## config.mk

```make
export PLATFORM = sky130hd
export DESIGN_NAME = clock_forwarder
export DESIGN_NICKNAME = d
export VERILOG_FILES = /design/src/rtl/clock_forwarder.sv
export SDC_FILE = /design/constraint.sdc
export NUM_CORES = 1
export LEC_CHECK = 0
export ABC_AREA = 1
export CAP_MARGIN = 20
export CORE_ASPECT_RATIO = 1.75
export CORE_UTILIZATION = 50
export DETAILED_ROUTE_END_ITERATION = 6
export PLACE_DENSITY = 0.82
export SETUP_SLACK_MARGIN = 0.15
export SLEW_MARGIN = 0
export SYNTH_ARGS = -nofsm -noshare
export SYNTH_HDL_FRONTEND = slang
export SYNTH_SLANG_ARGS = --single-unit
export TNS_END_PERCENT = 5
```

## constraint.sdc

```tcl
create_clock -name i_CLK -period 1.4 [get_ports i_CLK]
set_input_delay 0.28 -clock i_CLK [delete_from_list [all_inputs] [get_ports i_CLK]]
set_output_delay 0.28 -clock i_CLK [all_outputs]
set_load 0.005 [all_outputs]
```

## src/rtl/clock_forwarder.sv

```systemverilog
// Forwards a divided copy of i_CLK as DDR rise/fall level pairs with glitch-free start/stop.
// Define CLK_FWD_OBUFDS_EN to add ODDR + OBUFDS primitives driving o_CLK_P/o_CLK_N.
module clock_forwarder #(
    parameter int DIV       = 2,
    parameter int START_DLY = 4,
    parameter int CNT_W     = 16
) (
    input  logic             i_CLK,
    input  logic             i_RST,
    input  logic             i_EN,
    output logic             o_ACTIVE,
    output logic             o_D_RISE,
    output logic             o_D_FALL,
`ifdef CLK_FWD_OBUFDS_EN
    output logic             o_CLK_P,
    output logic             o_CLK_N,
`endif
    output logic [CNT_W-1:0] o_CYC_CNT
);

    typedef enum logic [1:0] {
        IDLE,
        ARM,
        RUN
    } state_t;

    localparam logic [8:0] PH_LAST = 9'(2 * DIV - 2);
    localparam logic [9:0] DIV_W   = 10'(DIV);

    state_t           state_q, state_d;
    logic [8:0]       ph_q, ph_d;
    logic [7:0]       dly_q, dly_d;
    logic [CNT_W-1:0] cnt_q, cnt_d;
    logic             rise_q, rise_d;
    logic             fall_q, fall_d;

    always_ff @(posedge i_CLK) begin
        if (i_RST) begin
            state_q <= IDLE;
            ph_q    <= '0;
            dly_q   <= '0;
            cnt_q   <= '0;
            rise_q  <= 1'b0;
            fall_q  <= 1'b0;
        end else begin
            state_q <= state_d;
            ph_q    <= ph_d;
            dly_q   <= dly_d;
            cnt_q   <= cnt_d;
            rise_q  <= rise_d;
            fall_q  <= fall_d;
        end
    end

    always_comb begin
        state_d = state_q;
        ph_d    = ph_q;
        dly_d   = dly_q;
        cnt_d   = cnt_q;
        rise_d  = 1'b0;
        fall_d  = 1'b0;
        unique case (state_q)
            IDLE: begin
                if (i_EN) begin
                    state_d = ARM;
                    dly_d   = 8'(START_DLY);
                end
            end
            ARM: begin
                if (!i_EN) begin
                    state_d = IDLE;
                end else if (dly_q == 8'd0) begin
                    state_d = RUN;
                    ph_d    = '0;
                end else begin
                    dly_d = dly_q - 8'd1;
                end
            end
            RUN: begin
                // 10-bit compare keeps ph+1 exact when DIV=256
                rise_d = ({1'b0, ph_q} < DIV_W);
                fall_d = (({1'b0, ph_q} + 10'd1) < DIV_W);
                if (ph_q == PH_LAST) begin
                    ph_d  = '0;
                    cnt_d = cnt_q + CNT_W'(1);
                    if (!i_EN) begin
                        state_d = IDLE;
                    end
                end else begin
                    ph_d = ph_q + 9'd2;
                end
            end
            default: begin
                state_d = IDLE;
            end
        endcase
    end

    assign o_ACTIVE  = (state_q == RUN);
    assign o_D_RISE  = rise_q;
    assign o_D_FALL  = fall_q;
    assign o_CYC_CNT = cnt_q;

`ifdef CLK_FWD_OBUFDS_EN
    logic fwd_clk;

    ODDR #(
        .DDR_CLK_EDGE("SAME_EDGE"),
        .INIT        (1'b0),
        .SRTYPE      ("SYNC")
    ) u_oddr (
        .Q (fwd_clk),
        .C (i_CLK),
        .CE(1'b1),
        .D1(rise_q),
        .D2(fall_q),
        .R (1'b0),
        .S (1'b0)
    );

    OBUFDS #(
        .IOSTANDARD("LVDS_25")
    ) u_obufds (
        .I (fwd_clk),
        .O (o_CLK_P),
        .OB(o_CLK_N)
    );
`endif

endmodule

```

* After elaboration in Yosys (flattened, before gate mapping)
Cells that the tools add are included.
Cells by class: add/sub/neg operators 4, order comparisons 2, equality and inequality tests 10, mux-type cells 14, bitwise gates (word level) 1, reductions and logical operators 9
Operators by type and width (count):
- $mux 9 | 3
- $mux 8 | 3
- $pmux 9 s2 | 1
- $add 16x1->16 const B | 1
- $pmux 8 s2 | 1
- $add 9x1->10 const B | 1
- $lt 10x2->1 const B | 1
- $mux 2 | 5
- $ne 2x2->1 const B | 5
- $add 9x2->9 const B | 1
- $eq 9x2->1 const B | 1
- $lt 9x2->1 const B | 1
- $logic_not 8->1 | 1
- $reduce_and 4->1 | 2
- $sub 8x1->8 const B | 1
- $pmux 2 s3 | 1
- $reduce_bool 2->1 | 2
- $ne 3x3->1 const B | 1
- $reduce_and 3->1 | 1
- $eq 2x1->1 const B | 1
- $eq 2x2->1 const B | 1
- $logic_not 2->1 | 1
- $ne 2x1->1 const B | 1
- $reduce_and 2->1 | 1
- other kinds (2) | 2
Storage, ports and cells: register bits after elaboration 37, output and inout bits 19

* Depth between registers and ports, before layout
depth in word-level cells 4, depth in mapped cells 11, mapped depth without buffers 10

* Worst setup path after synthesis
Ideal clock, no wire load.
path type reg-to-reg, start point register cnt_q[1], in the netlist o_CYC_CNT[1], end point register cnt_q[10], in the netlist o_CYC_CNT[10], arrival time 1.285 ns, setup slack 0.002 ns, stages on the path, launching flop included 9, path buffers 0, period minus slack after synthesis 1.398 ns, path through dfxtp_1 -> ha_1 -> inv_1 -> nor2_1 -> nand2_1 -> nor2_1 -> nand2_1 -> nor2_1 -> nor2_1
Between the ends: word-level cells in the longest chain between the ends 1
RTL lines:
- start: declaration | RTL line 33 | logic [CNT_W-1:0] cnt_q, cnt_d;
- start signal: assignment | RTL line 49 | cnt_q <= cnt_d;
- $add 16x1->16 | RTL line 85 | cnt_d = cnt_q + CNT_W'(1);
No other way between the ends. A chain may end at the register's enable or synchronous reset.

* Worst setup path in the final report
start point register ph_q[7], end point register cnt_q[11], in the netlist o_CYC_CNT[11]
Between the ends: word-level cells in the longest chain between the ends 2
RTL lines:
- start: declaration | RTL line 31 | logic [8:0] ph_q, ph_d;
- start signal: assignment | RTL line 47 | ph_q <= ph_d;
- $eq 9x2->1 | RTL line 83 | if (ph_q == PH_LAST) begin
- $reduce_and 2->1 (no line)
No other way between the ends.

==> results.sh <==
export IMPL_status="finished, violations left"
export IMPL_violations="negative setup slack"
export IMPL_fp_dieArea_sq_um=4142
export IMPL_synth_top_family_by_area="simple AND/OR/NAND/NOR gates"
export IMPL_dieHeight_um=84.39
export IMPL_yosys_warnings=0
export IMPL_swShare_pct=27.49
export IMPL_viasPerCell=5.602
export IMPL_startpoint_type="register"
export IMPL_p_leak_uw=0.001297
export IMPL_drt_wl_total_mm=6.015
export IMPL_r2r_cells=7
export IMPL_synth_distinct_cells=25
export IMPL_synth_area_sq_um=1939
export IMPL_drt_initial_drc_count=101
export IMPL_max_stage_delay_ns=0.33
export IMPL_ioPinCount=22
export IMPL_pwr_share_comb_pct=16.1
export IMPL_crit_fanout=8
export IMPL_io_buffer_count=21
export IMPL_switching_power_uw=619.7
export IMPL_drv_cap=0
export IMPL_vdd_drop_max_mv=1.026
export IMPL_fin_nets=367
export IMPL_first_global_vias=2154
export IMPL_finalSetupTns_ns=-0.03030
export IMPL_max_freq_mhz=700.6
export IMPL_post_route_period_util_pct=102.0
export IMPL_reg2reg_setup_slack_ns=-0.03
export IMPL_worstPathCellList="nor2_4 -> nand3_4 -> nor3_4 -> buf_4 -> clkbuf_16 -> nand2_4 -> a21oi_2"
export IMPL_yosys_area_share_simple_pct=37.42
export IMPL_overflow=0
export IMPL_final_core_util_pct=78.39
export IMPL_pwr_share_seq_pct=47.3
export IMPL_p_clk_share_pct=36.6
export IMPL_critPathSlowestCell="dfxtp_2"
export IMPL_dr_pass1_iters=4
export IMPL_min_from="o_CYC_CNT[2]"
export IMPL_p_int_uw=1635
export IMPL_path_buf_inv=2
export IMPL_synth_nets=307
export IMPL_powerDensity_nw_per_um2=784.7
export IMPL_place_worst_setup_slack_ns=-0.1691
export IMPL_fin_crit_ns=1.427
export IMPL_route_detailed_drc=0
export IMPL_synth_compound_area_share_pct=11.81
export IMPL_initial_utilization_pct=52.92
export IMPL_die_w_um=49.08
export IMPL_h_tree_depth=2
export IMPL_clock_sinks=36
export IMPL_synth_area_per_cell_sq_um=6.486
export IMPL_vias=2269
export IMPL_maxSlewHeadroom_pct=80.13
export IMPL_core_area_sq_um=3665
export IMPL_clk_pin_slew_worst_paths_ns=0.08
export IMPL_worst_ep_required_time_ns=1.62
export IMPL_yosys_area_top_type="dfxtp_1"
export IMPL_holdCritPathClass="reg2reg"
export IMPL_ys_ff_latch=36
export IMPL_power_uw=2254
export IMPL_syn_to_final_growth_pct=48.13
export IMPL_hpwl_mm=3.503
export IMPL_crit_path_end_kind="register"
export IMPL_yosysTopAreaCellShare_pct=37.16
export IMPL_skew_ns=0.01123
export IMPL_postRouteAntennaNets=0
export IMPL_ys_seq_area_share_pct=37.16
export IMPL_hold_viol=0
export IMPL_rows=29
export IMPL_wl_per_cell_um=14.85
export IMPL_rsz0062_at_grt="yes"
export IMPL_track_usage_pct=27.40
export IMPL_synthXorXnorAreaFrac_pct=1.355
export IMPL_syn_inst=299
export IMPL_crit_family="simple AND/OR/NAND/NOR gates"
export IMPL_reg2reg_from="ph_q[7]"
export IMPL_hold_buffers=0
export IMPL_clk_root_buffer_cell="clkbuf_8"
export IMPL_synthMuxAreaShare_pct=0
export IMPL_clockBufferDepth=2
export IMPL_final_max_slew_viol_count=0
export IMPL_grt_max_degree=18
export IMPL_worst_setup_path_type="reg2reg"
export IMPL_cts_made_buffers=5
export IMPL_diodes=0
export IMPL_routabilityCongestion=0.8641
export IMPL_antenna_found_initial=0
export IMPL_n_fill_cell=247
export IMPL_hold_end="o_CYC_CNT[2]"
export IMPL_grt_pass1_wl_mm=8.700
export IMPL_postPlaceCellArea_sq_um=2457
export IMPL_worst_slew_pin_slew_ns=0.2969
export IMPL_clock_latency_ns=0.31
export IMPL_setup_viol=2
export IMPL_drive_above_1_share_pct=33.98
export IMPL_design_area_sq_um=2873
export IMPL_r2r_end="o_CYC_CNT[11]"
export IMPL_layout_setup_ws_ns=-0.02744
export IMPL_netlist_top_cells_area="dfxtp_1 37%, nand2_1 14%, nor2_1 9.7%"
export IMPL_hold_path_depth=2
export IMPL_synthAdderAreaFrac_pct=3.226
export IMPL_arrival_ns=1.65
export IMPL_cts_tree="built"
[cell usage in the layout, fill, tap and decap left out, types with 7 or more instances in the layout]
master,count
buf_4,29
nand2_1,61
dlygate4sd2_1,17
clkbuf_8,7
nor2_1,35
nand3_1,24
inv_2,7
inv_1,29
nor2_2,9
o21ai_0,10
nand4_1,7
dfxtp_2,20
dfxtp_1,13
nor2_4,7
a21oi_1,20
nand2_2,7
[layout make-up]
cell class	count	area, sq um	share of cell area (%)
well taps	46	57.56	2.003
inverters	39	153.9	5.357
clock buffers	7	96.34	3.354
repair buffers	57	525.5	18.29
multi-input cells	220	1282	44.64
flip-flops and latches	36	757.0	26.35
[how the worst max path moves through the flow]
stage	start	slack [ns]	end	cells past startpoint
after floorplan	ph_q[6]	0.13	o_CYC_CNT[2]	6
after global placement	i_EN	-0.11	dly_q[1]	7
after detailed placement	i_EN	-0.17	dly_q[5]	8
after CTS	o_CYC_CNT[10]	-0.02	o_CYC_CNT[10]	1
after global routing	o_CYC_CNT[1]	-0.08	o_CYC_CNT[6]	10
final	ph_q[7]	-0.03	o_CYC_CNT[11]	7
[what timing repair did]
action	CTS	global route
hold endpoints to repair	0	0
pin swaps	30	9
buffers inserted	1	2
cloned	0	2
endpoints found under the setup margin	48	33
gates resized for setup	92	24
[flip-flops by register name, indices dropped and copies added, names as in the netlist]
register / cells
o_D_RISE: 1
o_D_FALL: 1
dly_q: 8
state_q: 2
o_CYC_CNT: 16
ph_q: 8
[cells by family (layout without fill, tap and decap cells)]
family,after synthesis,after routing
DFF,36,36
xor gates and xnor gates,3,3
and+or+nand+nor,168,168
adders and majority gates,5,5
AOI/OAI and AO/OA,44,44
buffers and inverters,43,103
[cells in the mapped netlist]
library cell   n
nor2_2         1
nand2_1       72
xnor2_1        1
inv_6          1
xor2_1         2
dfxtp_1       36
buf_2          1
o21bai_1       1
clkbuf_1       2
clkinv_1       1
buf_6          1
nor3_4         1
nor2_8         1
a21oi_2        1
a21oi_1       23
o21ai_0       17
ha_1           5
nor4_1         1
nand4_1        7
nand3_1       32
inv_1         36
a31oi_1        2
nor3_1         3
nor2_1        50
inv_2          1
[worst register-to-register path, cell delays in order (launching register included)]
cell       delay [ns]
dfxtp_2          0.33
nor2_4           0.14
nand3_4          0.11
nor3_4           0.22
buf_4            0.17
clkbuf_16        0.16
nand2_4          0.05
a21oi_2          0.16
[metal layers]
| metal | GRT usage (%) | wire length, um | vias up |
|---|---|---|---|
| met5 | 0 | 0 | - |
| met4 | 16.58 | 293 | 0 |
| met3 | 5.616 | 253 | 31 |
| met2 | 54.30 | 3397 | 96 |
| met1 | 23.60 | 2070 | 1055 |
| li1 | - | - | 1087 |
[per-stage QoR]
stage / instances / hold WS (ns)
global placement: 393 / 0.4802
finish: 405 / 0.4872
CTS: 401 / 0.4763
global route: 405 / 0.5150
detailed placement: 393 / 0.4896
floorplan: 299 / 0.3491
[power by group through the flow]
stage	clock (uW)	combinational (uW)	sequential, uW
detailed placement	0	292	1090
global placement	0	287	1090
CTS	818	341	1070
floorplan	0	189	1090
finish	825	362	1070
global route	847	403	1070
Power figures use the tool's default switching activity.
